--- config.mk ---
export PLATFORM = sky130hd
export DESIGN_NAME = serial_subtractor
export DESIGN_NICKNAME = d
export VERILOG_FILES = /design/src/rtl/serial_arith_pkg.sv /design/src/rtl/full_subtractor.sv /design/src/rtl/serial_subtractor.sv
export SDC_FILE = /design/constraint.sdc
export NUM_CORES = 1
export LEC_CHECK = 0
export CELL_PAD_IN_SITES_DETAIL_PLACEMENT = 1
export CELL_PAD_IN_SITES_GLOBAL_PLACEMENT = 1
export CORE_ASPECT_RATIO = 0.8
export CORE_MARGIN = 2
export CORE_UTILIZATION = 35
export CTS_BUF_LIST = sky130_fd_sc_hd__clkbuf_16
export DETAILED_ROUTE_END_ITERATION = 10
export GPL_ROUTABILITY_DRIVEN = 0
export PLACE_DENSITY_LB_ADDON = 0.1
export SLEW_MARGIN = 5
export SYNTH_ARGS = -nofsm -noshare
export SYNTH_HDL_FRONTEND = slang
export SYNTH_SLANG_ARGS = --single-unit
--- constraint.sdc ---
create_clock -name clk -period 1.4 [get_ports clk]
set_input_delay 0.28 -clock clk [delete_from_list [all_inputs] [get_ports clk]]
set_output_delay 0.28 -clock clk [all_outputs]
set_load 0.1 [all_outputs]
--- src/rtl/serial_arith_pkg.sv ---
// rtl/serial_arith_pkg.sv - shared FSM encoding and width default for serial arithmetic blocks
package serial_arith_pkg;

  typedef enum logic [1:0] {
    S_IDLE = 2'd0,
    S_RUN  = 2'd1,
    S_DONE = 2'd2
  } state_t;

  localparam int DEF_W = 8;

endpackage

--- src/rtl/full_subtractor.sv ---
// rtl/full_subtractor.sv - one-bit combinational full subtractor cell
module full_subtractor (
  input  logic x,
  input  logic y,
  input  logic bin,
  output logic d,
  output logic bo
);

  // Difference bit and borrow-out of x - y - bin
  always_comb begin
    d  = x ^ y ^ bin;
    bo = (~x & y) | (~(x ^ y) & bin);
  end

endmodule

--- src/rtl/serial_subtractor.sv ---
// rtl/serial_subtractor.sv - bit-serial a - b, LSB first, one full-subtractor cell
module serial_subtractor
  import serial_arith_pkg::*;
#(
  parameter int W = DEF_W
) (
  input  logic         clk,
  input  logic         rst_n,
  input  logic         start,
  input  logic [W-1:0] a,
  input  logic [W-1:0] b,
  output logic         busy,
  output logic         done,
  output logic [W-1:0] diff,
  output logic         bout,
  output logic         zero
);

  localparam int CW = (W > 1) ? $clog2(W) : 1;
  localparam logic [CW-1:0] LAST = CW'(W - 1);

  state_t         state_q;
  logic [W-1:0]   sa_q;
  logic [W-1:0]   sb_q;
  logic [W-1:0]   sr_q;
  logic [W-1:0]   sr_d;
  logic           bor_q;
  logic [CW-1:0]  cnt_q;
  logic           busy_q;
  logic           done_q;
  logic [W-1:0]   diff_q;
  logic           bout_q;
  logic           zero_q;
  logic           cell_d;
  logic           cell_bo;

  full_subtractor u_cell (
    .x   (sa_q[0]),
    .y   (sb_q[0]),
    .bin (bor_q),
    .d   (cell_d),
    .bo  (cell_bo)
  );

  // Result register after this cycle's bit enters at the MSB
  always_comb begin
    sr_d        = sr_q >> 1;
    sr_d[W-1]   = cell_d;
  end

  // Handshake FSM plus serial datapath; outputs are all registered
  always_ff @(posedge clk) begin
    if (!rst_n) begin
      state_q <= S_IDLE;
      sa_q    <= '0;
      sb_q    <= '0;
      sr_q    <= '0;
      bor_q   <= 1'b0;
      cnt_q   <= '0;
      busy_q  <= 1'b0;
      done_q  <= 1'b0;
      diff_q  <= '0;
      bout_q  <= 1'b0;
      zero_q  <= 1'b0;
    end else begin
      case (state_q)
        S_IDLE: begin
          if (start) begin
            sa_q    <= a;
            sb_q    <= b;
            bor_q   <= 1'b0;
            cnt_q   <= '0;
            busy_q  <= 1'b1;
            state_q <= S_RUN;
          end
        end
        S_RUN: begin
          sa_q  <= sa_q >> 1;
          sb_q  <= sb_q >> 1;
          sr_q  <= sr_d;
          bor_q <= cell_bo;
          if (cnt_q == LAST) begin
            // Last bit: publish result, including the bit computed now
            diff_q  <= sr_d;
            bout_q  <= cell_bo;
            zero_q  <= (sr_d == '0);
            busy_q  <= 1'b0;
            done_q  <= 1'b1;
            state_q <= S_DONE;
          end else begin
            cnt_q <= cnt_q + 1'b1;
          end
        end
        S_DONE: begin
          done_q  <= 1'b0;
          state_q <= S_IDLE;
        end
        default: begin
          busy_q  <= 1'b0;
          done_q  <= 1'b0;
          state_q <= S_IDLE;
        end
      endcase
    end
  end

  assign busy = busy_q;
  assign done = done_q;
  assign diff = diff_q;
  assign bout = bout_q;
  assign zero = zero_q;

endmodule

==> results.yml <==
global_route:
  track_usage_pct: 18.3
  grtUsageMet3_pct: 4.47
  met2_usage_pct: 30.6
  grt_max_degree: 26
  grt_use_met1_pct: 23.3
  grt-busiest-layer: "met2"
  grt_pass1_vias: 1583
  grt_pass1_wl_um: 7560
  antenna_found_initial: 0
  grt_overflow: 0
clocking:
  tritoncts: "built"
  cts.sinks: 41
  cts_setup_buffers: 0
  h-tree-depth: 2
  path_clk_slew_ns: 0.06
  cts-buffers-inserted: 5
  clk_latency_ns: 0.27
  clock_tree.root_cell: "clkbuf_16"
  clock_path_buffers: 2
detailed_routing:
  drtIter0Drc: 60
  first_pass_iters: 4
  wl_um: 4470
  routed_via_density: 5.16
  drc: 0
  num_vias: 1533
  drt-wirelength-per-cell_um: 15.1
  antenna_left: 0
sta:
  relSlewSlack_pct: 80.5
  rsz0062_at_grt: "yes"
  drv_slew: 0
  hold_viol_final: 0
  tns_ns: 0
  period_share_pct: 94.5
  clock_skew_ns: 0.00251
  worst_pin_slew_ns: 0.289
  setup_violations: 0
  post-route-min-period_ns: 1.32
  clock.fmax_mhz: 756
final_layout:
  regArea_um2: 823
  fillers: 563
  insertedDiodeCount: 0
  syn_to_final_growth_pct: 39.9
  fin_nets: 259
  multiInputGateArea_um2: 852
  layout-drive-gt1-share_pct: 19.0
  fin_util_pct: 51.8
setup_path:
  cp_data_required_time_ns: 1.62
  crit_slowest_cell: "fa_1"
  critPathMaxStageDelay_ns: 0.51
  r2r_start: "bor_q$_SDFFE_PN0P_"
  crit_start: "bor_q$_SDFFE_PN0P_"
  crit_path_end_kind: "flop"
  cp_num_buf_inv: 1
  start_kind: "flop"
  crit_chain: "inv_2 > fa_1 > nor4_2 > nand4_1 > nand2_1"
  worst-endpoint-arrival_ns: 1.54
  critPathKind: "flop to flop"
  path_max_fanout: 2
  critical-path-top-delay-family: "adder cells"
yosys:
  ys_ff_latch: 41
  ys.flop_type: "dfxtp_1"
  ys_seq_area_share_pct: 47.3
  synth_common_cells: "52 x nand2_1, 41 x dfxtp_1, 28 x a21oi_1"
  synthMuxAreaShare_pct: 0
  synthAdderAreaFrac_pct: 2.60
  synth-edff-count: 0
  syn-cell-area_um2: 1730
  synthDistinctLibCells: 32
  async_flop_share_pct: 0
  synth_top_family_by_area: "compound AO/OA/AOI/OAI gates"
  netlist_instances: 200
  synth_top_area_share_pct: 47.3
  synth_nets: 222
  synth_top_area_cell: "dfxtp_1"
  synth-simple-area-share_pct: 20.2
  synthXorXnorAreaFrac_pct: 0
  synthTopCellsByArea: "dfxtp_1 47%, nand2_1 11%, a21oi_1 8.1%"
  synth_area_per_cell_um2: 8.67
  synth_most_common_cell: "nand2_1"
  ys_warn_count: 0
  synth_compound_area_share_pct: 24.0
worst_hold_path:
  holdCritStartpoint: "cnt_q[1]$_SDFFE_PN0P_"
  hp-class: "flop to flop"
pwr:
  p_leak_nw: 0.923
  power_per_cell_area_nw_per_um2: 1100
  power_mw: 2.68
  vdd_ir_drop_max_uv: 620
floorplanning:
  start_util_pct: 37.1
  fp.dieH_um: 67.0
  rows: 22
  die_x_um: 82.7
  dieArea_um2: 5540
  io_pins: 31
  core_area_um2: 4680
job:
  drv_cap: 0
status:
  status: "finished clean"
place:
  place_hpwl_um: 3100
  io_buffers: 30
-- state kept, by name, summed over array words and instances, names as in the netlist --
register	cells
sa_q	8
done	1
sb_q	8
zero	1
bor_q	1
busy	1
diff	8
cnt_q	3
sr_q	7
bout	1
state_q	2
-- placed cells by master, fill, tap and decap left out, drive strengths merged --
cell,instances
nand2,52
dfxtp,41
a21oi,28
buf,24
o21ai,18
clkdlybuf4s50,18
a21boi,16
clkbuf,5
nand2b,5
nor2b,4
and2,3
inv,3
and3b,2
a22oi,2
nor4,2
ha,2
o211a,1
nand4,1
nand3b,1
nand3,1
o21ba,1
a31oi,1
o21bai,1
and4bb,1
nor3b,1
o22ai,1
fa,1
clkinv,1
-- tightest hold or removal path, cell delays in order (launching register included) --
cell,delay [ns]
dfxtp_1,0.32
nand2_1,0.05
o21ai_0,0.06
-- layer usage --
metal	up-vias	routed length (um)	share of wire [%]
met2	25	2190	49
met1	749	2090	47
li1	755	-	-
met5	-	0	0
met3	4	149	3.3
met4	0	38	0.85
-- path summary, 6_finish.rpt --
check | end | slack, ns | depth (start not counted)
worst max-delay path | zero$_SDFFE_PN0P_ | 0.08 | 5
worst min-delay path | cnt_q[1]$_SDFFE_PN0P_ | 0.48 | 2
worst max register to register | zero$_SDFFE_PN0P_ | 0.08 | 5
worst min register to register | cnt_q[1]$_SDFFE_PN0P_ | 0.48 | 2
-- where the power goes --
| group | internal [mW] | switching (mW) |
|---|---|---|
| Combinational | 0.174 | 0.178 |
| Clock | 0.637 | 0.425 |
| Sequential | 1.22 | 0.0411 |
-- layout make-up --
| cell class | count | share of cell area, % |
|---|---|---|
| Sequential cell | 41 | 33.9 |
| Tap cell | 60 | 3.09 |
| Clock inverter | 2 | 0.309 |
| Clock buffer | 5 | 5.16 |
| Timing Repair Buffer | 42 | 22.1 |
| Multi-Input combinational cell | 145 | 35.1 |
| Inverter | 2 | 0.309 |
-- repair_timing --
action                     4_1_cts  5_1_grt
gates resized for setup          3        8
hold buffers                     0        0
setup endpoints to repair       11       32
gates cloned                     1        0
pin swaps                        1        2
-- logic make-up (layout without fill, tap and decap cells) --
family / count (synthesis) / in the layout
simple gates: 72 / 73
compound gates: 69 / 69
flops: 41 / 41
fa+ha+maj: 3 / 3
buf+inv: 15 / 51
-- stage by stage --
stage | cells | worst slack, ns | hold WS, ns | cell area [um^2]
after detailed placement | 289 | -0.163 | 0.470 | 2250
after CTS | 297 | 0.0129 | 0.482 | 2400
final | 297 | 0.0764 | 0.480 | 2430
after global routing | 297 | -0.00350 | 0.496 | 2430
after floorplan | 200 | 0.0381 | 0.414 | 1730
after global placement | 289 | -0.0916 | 0.448 | 2250
Power figures use the tool's default switching activity.
